**src/rtl/mem_arbiter.sv**
```systemverilog
// Two-requester arbiter for one shared memory port, one transaction outstanding.
// Define MEM_ARB_ROUND_ROBIN_EN for round-robin arbitration (default: fixed priority, m0 wins).
module mem_arbiter #(
  parameter int unsigned TIMEOUT = 16
) (
  input  logic        clk,
  input  logic        reset,
  input  logic        m0_req,
  input  logic [31:0] m0_addr,
  output logic        m0_gnt,
  output logic        m0_rvalid,
  output logic [31:0] m0_rdata,
  output logic        m0_err,
  input  logic        m1_req,
  input  logic [31:0] m1_addr,
  input  logic        m1_we,
  input  logic [31:0] m1_wdata,
  output logic        m1_gnt,
  output logic        m1_rvalid,
  output logic [31:0] m1_rdata,
  output logic        m1_err,
  output logic        mem_req,
  output logic [31:0] mem_addr,
  output logic        mem_we,
  output logic [31:0] mem_wdata,
  input  logic        mem_gnt,
  input  logic        mem_rvalid,
  input  logic [31:0] mem_rdata,
  output logic [1:0]  dbg_state
);

  // Handshake: requester gnt is a same-cycle acknowledge of req in IDLE; the memory
  // side holds mem_req/addr/we/wdata stable until mem_gnt is sampled high, and a
  // read completes on the single cycle mem_rvalid is seen in WAIT.
  typedef enum logic [1:0] {IDLE = 2'd0, ISSUE = 2'd1, WAIT = 2'd2} state_t;

  localparam logic [7:0] TIMEOUT_CNT = 8'(TIMEOUT);

  state_t      state, state_nxt;
  logic [31:0] addr_q, wdata_q;
  logic        we_q;
  logic        owner_q;
  logic [7:0]  wait_cnt;
  logic        grant, win_m1, timeout_hit, rsp, err;

`ifdef MEM_ARB_ROUND_ROBIN_EN
  logic prefer_m1;
  assign win_m1 = m1_req & (~m0_req | prefer_m1);
`else
  assign win_m1 = m1_req & ~m0_req;
`endif

  // Gated by reset so every output is quiet while reset is held.
  assign grant       = (state == IDLE) & (m0_req | m1_req) & ~reset;
  assign timeout_hit = (wait_cnt == TIMEOUT_CNT);
  assign dbg_state   = state;

  always_comb begin
    state_nxt = state;
    case (state)
      IDLE:    if (grant) state_nxt = ISSUE;
      ISSUE:   if (mem_gnt) state_nxt = we_q ? IDLE : WAIT;
      WAIT:    if (mem_rvalid || timeout_hit) state_nxt = IDLE;
      default: state_nxt = IDLE;
    endcase
  end

  always_comb begin
    m0_gnt    = grant & ~win_m1;
    m1_gnt    = grant & win_m1;
    rsp       = (state == WAIT) & mem_rvalid;
    err       = (state == WAIT) & ~mem_rvalid & timeout_hit;
    m0_rvalid = rsp & ~owner_q;
    m1_rvalid = rsp & owner_q;
    m0_err    = err & ~owner_q;
    m1_err    = err & owner_q;
    m0_rdata  = m0_rvalid ? mem_rdata : 32'd0;
    m1_rdata  = m1_rvalid ? mem_rdata : 32'd0;
    mem_req   = (state == ISSUE);
    mem_addr  = mem_req ? addr_q : 32'd0;
    mem_we    = mem_req & we_q;
    mem_wdata = mem_req ? wdata_q : 32'd0;
  end

  always_ff @(posedge clk or posedge reset) begin
    if (reset) begin
      state    <= IDLE;
      addr_q   <= 32'd0;
      wdata_q  <= 32'd0;
      we_q     <= 1'b0;
      owner_q  <= 1'b0;
      wait_cnt <= 8'd0;
`ifdef MEM_ARB_ROUND_ROBIN_EN
      prefer_m1 <= 1'b0;
`endif
    end else begin
      state <= state_nxt;
      if (grant) begin
        addr_q  <= win_m1 ? m1_addr : m0_addr;
        we_q    <= win_m1 & m1_we;
        wdata_q <= win_m1 ? m1_wdata : 32'd0;
        owner_q <= win_m1;
`ifdef MEM_ARB_ROUND_ROBIN_EN
        prefer_m1 <= ~win_m1;
`endif
      end
      if (state == ISSUE && mem_gnt) wait_cnt <= 8'd0;
      else if (state == WAIT) wait_cnt <= wait_cnt + 8'd1;
    end
  end

endmodule

```
**config.mk**
```make
export PLATFORM = sky130hd
export DESIGN_NAME = mem_arbiter
export DESIGN_NICKNAME = d
export VERILOG_FILES = /design/src/rtl/mem_arbiter.sv
export SDC_FILE = /design/constraint.sdc
export NUM_CORES = 1
export LEC_CHECK = 0
export BUFFER_PORTS_ARGS = -buffer_cell sky130_fd_sc_hd__buf_2
export CAP_MARGIN = 20
export CORE_AREA = 2 2 120 122
export CTS_CLUSTER_SIZE = 30
export DETAILED_ROUTE_END_ITERATION = 12
export DIE_AREA = 0 0 122 124
export GPL_ROUTABILITY_DRIVEN = 0
export PLACE_DENSITY = 0.65
export RECOVER_POWER = 25
export SLEW_MARGIN = 5
export SYNTH_ARGS = -nofsm -noshare
export SYNTH_HDL_FRONTEND = slang
export SYNTH_SLANG_ARGS = --single-unit
```
**constraint.sdc**
```tcl
create_clock -name clk -period 2.15 [get_ports clk]
set_input_delay 0.1075 -clock clk [delete_from_list [all_inputs] [get_ports clk]]
set_output_delay 0.1075 -clock clk [all_outputs]
set_load 0.05 [all_outputs]
```
==> flow_summary.ini, run 1 <==
[drt]
wl_met2_mm = 6.929
wl_met1_mm = 5.459
drt_pass1_iterations = 4
drt_iter0_drc = 158
drt_wl_total_mm = 13.98
vias = 4217
dr_wl_met3_mm = 1.042
drcViolationCount = 0
highest_layer = met5
wire_per_inst_um = 16.13
avgViaCountPerCell = 4.864
antenna_left = 0

[timing]
final-setup-viol-count = 0
fin_crit_sh = 0.9367
fin_crit_ps = 2014
maxSlewViolCount = 0
hold_violations = 0
fmax_mhz = 496.6
fin_setup_tns_ps = 0
rsz0062_at_grt = no
worst_pin_slew_ps = 1393
relSlewSlack = 0.06622
fin_ws_ps = 136.1
finalClockSkew_ps = 7.331

[job]
maxCapViolCount = 0

[power_and_ir_drop]
intPower_uw = 4188
pwr-share-seq = 0.309
clkPwrFrac = 0.191
p_sw_uw = 3565
cellPowerDensity_nw_per_um2 = 1254
swShare = 0.4598
ir_drop_v = 0.0005768
combPwrFrac = 0.499
cellLeakagePower_uw = 0.003512

[final_layout]
area_delta_synth_final_pct = 52.36
nFillCells = 1370
multiInputGateArea_um2 = 1989
fin_nets = 818
seqCellArea_um2 = 1904
layout-drive-gt1-share = 0.4496

[die]
die_w_um = 122
dieHeight_um = 124
start_util = 0.2958
core_area_um2 = 13720
dieArea_um2 = 15130
ios = 273
core.rowCount = 43

[cts]
htreeDepth = 3
clk_path_buf_depth = 2
cts_tree = done
clk_pin_slew_ps = 60
cts_sinks = 76
numCtsBuffers = 9
worstSkewPairLatency_ps = 330
cts-root-buf = clkbuf_16

[global_routing]
grt_remaining_overflow = 0
grt_pass1_wl_mm = 20.42
grt_usage = 0.1750
grt_max_degree = 59
antenna_found_initial = 3
grt_pass1_vias = 4050

[synthesis]
synth_edf_count = 0
synth_cell_types = 36
ys_warn_count = 0
async_flop_share = 1.000
synth_fp_nets = 533
ys_top_cells_by_area = dfrtp_1 (47%), and2_1 (20%), a221o_1 (7.9%), a22o_1 (7.1%), and3_1 (5.2%)
syn_inst = 396
synth_top_area_share = 0.4687
avgSynthCellArea_um2 = 10.25
yosys-top-cells-count = and2_1 (130), dfrtp_1 (76), and3_1 (34)
ys_seq_area_frac = 0.4687
synth_seq_cells = 76
synthFlopType = dfrtp_1
synth.most_common_cell = and2_1
synth_top_area_cell = dfrtp_1
syn_area_um2 = 4058

[placed_design]
portBuffers = 272
dp_slack_ps = 302.0
dp_hpwl_mm = 10.50

[worst_setup_path]
reg2reg_from = dbg_state[0]
startpoint_type = flop
rr_worst_depth = 4
regToRegSetupSlack_ps = 450
crit_path_end_kind = output pin
cp.arrival_ps = 1910
crit_fanout = 33
cp.required_ps = 2040
r2r_end = addr_q[28]
worstSetupPathType = reg -> out

[hold_path]
min_to = wdata_q[11]
hold_depth = 2
hold_path.class = in -> reg
hp-start = m1_wdata[11]

[outcome]
status = finished, final reports clean
## state kept, by name, indices dropped and copies added (netlist names)
name       flops
we_q           1
addr_q        32
owner_q        1
wdata_q       32
wait_cnt       8
dbg_state      2
## timing repair
action                                  4_1_cts  5_1_grt
hold endpoints to repair                     55        0
endpoints found under the setup margin       65       65
gates cloned                                  0        0
buffers inserted                              0        0
gates resized for setup                       2        3
hold buffers                                 25        0
## worst max-delay path by stage
stage                       from           end  slack, ps
floorplan           dbg_state[1]  m0_rdata[22]         40
global placement    dbg_state[0]   m1_rdata[3]        380
detailed placement  dbg_state[0]  m0_rdata[20]        300
CTS                 dbg_state[1]  m0_rdata[20]         40
global route        dbg_state[0]  m1_rdata[11]         10
finish              dbg_state[0]  m1_rdata[11]        140
## layout make-up
cell class              instances  share of cell area
multi-input cells             278              0.3218
flip-flops and latches         76              0.3080
repair buffers                310              0.2819
clock buffers                  10             0.03866
well taps                     180             0.03643
clock inverters                 5            0.008500
inverters                       6            0.003845
diodes                          2           0.0008096
## metal layers
| metal | global-route usage | vias up |
|---|---|---|
| met5 | 0 | - |
| met1 | 0.2026 | 1986 |
| met4 | 0.09770 | 2 |
| li1 | - | 1986 |
| met2 | 0.3048 | 207 |
| met3 | 0.03297 | 36 |
## worst max-delay path, cell delays in order (launching register included)
cell     delay [ps]
dfrtp_2         520
nor2b_2         210
and3_1          170
buf_4           240
and2_1          170
buf_2           260
## power groups by stage
stage | registers (uW) | clock network [uW] | logic (uW)
2_1_floorplan | 2310 | 0 | 2950
3_3_place_gp | 2370 | 0 | 3810
3_5_place_dp | 2380 | 0 | 3860
4_1_cts | 2390 | 1520 | 3900
5_1_grt | 2470 | 1610 | 4110
6_report | 2400 | 1480 | 3870
## cells by family after synthesis
family | Yosys count | synth area share
adder cells (fa/ha/maj) | 2 | 0.006166
AND/OR/NAND/NOR | 195 | 0.2979
buffers and inverters | 42 | 0.04810
AO/OA/AOI/OAI | 80 | 0.1770
flip-flops | 76 | 0.4687
XOR/XNOR | 1 | 0.002159
## placed cells by master, fill, tap and decap left out, drive strengths merged, types with 3 or more instances in the layout
master,synthesis,routed
buf,14,284
and2,130,130
dfrtp,76,76
and3,34,34
a22o,33,33
a221o,32,32
dlygate4sd3,0,25
clkbuf,22,11
nand3,6,6
nand2,5,5
nor2,5,5
inv,6,5
o21ai,4,4
clkinv,0,3
nor2b,3,3
## through the flow
step	cell area (um2)	utilization	total power [uW]	std cells	hold WS, ps
2_1_floorplan	4061	-	5264	396	247.2
3_3_place_gp	5630	0.4104	6178	825	203.5
3_5_place_dp	5630	0.4104	6243	825	216.1
4_1_cts	6176	0.4502	7810	865	0.02845
5_1_grt	6180	0.4504	8187	866	1.040
6_report	6182	0.4506	7753	867	12.16
No activity file was read; power rests on OpenSTA's default activity.
==> inputs of run 2 (changes only) <==
--- a/config.mk
+++ b/config.mk
@@ -7,12 +7,14 @@
 export LEC_CHECK = 0
 export BUFFER_PORTS_ARGS = -buffer_cell sky130_fd_sc_hd__buf_2
 export CAP_MARGIN = 20
-export CORE_AREA = 2 2 120 122
+export CELL_PAD_IN_SITES_DETAIL_PLACEMENT = 2
+export CELL_PAD_IN_SITES_GLOBAL_PLACEMENT = 2
+export CORE_AREA = 2 2 143 145
 export CTS_CLUSTER_SIZE = 30
 export DETAILED_ROUTE_END_ITERATION = 12
-export DIE_AREA = 0 0 122 124
+export DIE_AREA = 0 0 145 147
 export GPL_ROUTABILITY_DRIVEN = 0
-export PLACE_DENSITY = 0.65
+export PLACE_DENSITY = 0.79
 export RECOVER_POWER = 25
 export SLEW_MARGIN = 5
 export SYNTH_ARGS = -nofsm -noshare
==> flow_summary.ini, run 2 (synthesis results as in run 1) <==
[worst_setup_path]
crit_path_end_kind = output pin
cp.required_ps = 2040
worst_path_max_delay_cell = dfrtp_1
worstSetupPathType = reg -> out
startpoint_type = flop
slowest_delay_ps = 510
cp.arrival_ps = 1930
crit_fanout = 35
cp_cell_sequence = nor3_4 -> and3b_2 -> buf_12 -> clkbuf_4

[timing]
final-setup-viol-count = 0
fin_crit_sh = 0.9460
rsz0062_at_grt = no
worst_pin_slew_ps = 1135
fmax_mhz = 491.7
fin_setup_tns_ps = 0
fin_crit_ps = 2034
hold_violations = 0
finalClockSkew_ps = 10.39
maxSlewViolCount = 0
relSlewSlack = 0.2390

[placed_design]
portBuffers = 272
dp_hpwl_mm = 12.78

[power_and_ir_drop]
cellPowerDensity_nw_per_um2 = 1211
p_total_uw = 8021
cellLeakagePower_uw = 0.003639
ir_drop_v = 0.0004344

[drt]
wire_per_inst_um = 18.32
drt_wl_total_mm = 18.08
drcViolationCount = 0
drt_iter0_drc = 142
antenna_left = 0
drt_pass1_iterations = 4
avgViaCountPerCell = 4.521
vias = 4462

[final_layout]
seqCellArea_um2 = 1903
multiInputGateArea_um2 = 1989
nFillCells = 2242
final_common_cell = buf_2
layout-drive-gt1-share = 0.4324
final_util = 0.3339
top_regs = addr_q: 32 flops, wdata_q: 32 flops, wait_cnt: 8 flops
area_delta_synth_final_pct = 63.27
diodes = 0
layout_common_cells = buf_2 (269), and2_1 (130), dfrtp_1 (75)
fin_nets = 849

[cts]
clk_pin_slew_ps = 60
cts-root-buf = clkbuf_16
worstSkewPairLatency_ps = 340
cts_tree = done
clk_path_buf_depth = 2
htreeDepth = 3
numCtsBuffers = 9
cts_sinks = 76

[job]
maxCapViolCount = 0

[die]
start_util = 0.2045
dieHeight_um = 147
ios = 273
die_w_um = 145
core.rowCount = 52
dieArea_um2 = 21320
core_area_um2 = 19840

[hold_path]
hold_path.class = in -> reg

[global_routing]
grt_max_degree = 37
grt_usage = 0.1678
grt_pass1_wl_mm = 28.23
antenna_found_initial = 0
grt_remaining_overflow = 0
grt_pass1_vias = 4956

[outcome]
status = finished, final reports clean
-- run 2: cell count changes in the layout (fill, tap and decap cells not counted), sizes merged --
cell         previous run  this run
clkbuf                 11        15
bufinv                  1         0
inv                     5         6
clkinv                  3         1
diode                   2         0
dlygate4sd3            25        53
clkinvlp                2         4
-- run 2: metal layers --
layer  routed length (um)  vias up  share of wire  GRT usage
li1                     -     2043              -          -
met1                 7233     2194           0.40     0.1899
met2                 9296      203           0.51     0.3081
met3                 1269       22          0.070    0.05373
met4                  279        0          0.015    0.03812
met5                    0        -              0          0
-- run 2: path summary, 6_finish.rpt --
check	startpoint	to	slack, ps	cells past startpoint
worst max-delay path	dbg_state[0]	m1_gnt	120	4
min in group asynchronous	reset	we_q	590	3
max in group asynchronous	reset	dbg_state[1]	400	4
worst max register to register	dbg_state[0]	addr_q[22]	380	5
worst min-delay path	m1_wdata[24]	wdata_q[24]	9	2
worst min register to register	wdata_q[13]	wdata_q[13]	500	1
-- run 2: cell type report --
cell class | count | share of cell area
repair buffers | 341 | 0.3158
multi-input cells | 278 | 0.3003
flip-flops and latches | 76 | 0.2873
well taps | 270 | 0.05099
clock buffers | 11 | 0.03664
clock inverters | 5 | 0.005477
inverters | 6 | 0.003588
-- run 2: critical path, delay by kind of cell, from the launching register on --
family                 cells  cell delay [ps]
and+or+nand+nor            2              580
DFF                        1              510
buffers and inverters      2              480
-- run 2: timing repair --
action | in CTS | in global routing
buffers inserted | 1 | 0
hold buffers | 50 | 3
resized for setup | 1 | 4
pin swaps | 1 | 0
endpoints found under the hold margin | 72 | 3
setup endpoints to repair | 2 | 91
-- run 2: per-stage QoR --
stage                     instance area, um2  cells  hold WS, ps  worst slack (ps)
after CTS                               6601    984       0.5254             1.468
after global placement                  5808    917        172.8             327.2
after global routing                    6625    987        1.278             6.248
after floorplan                         4061    396        247.2             38.16
final                                   6625    987        9.014             116.1
after detailed placement                5808    917        175.0             276.5
-- run 2: where the power goes --
group / switching (uW) / internal (uW) / total, uW
sequential: 404 / 2010 / 2410
clock: 639 / 817 / 1460
combinational: 2790 / 1370 / 4160
total: 3830 / 4190 / 8020
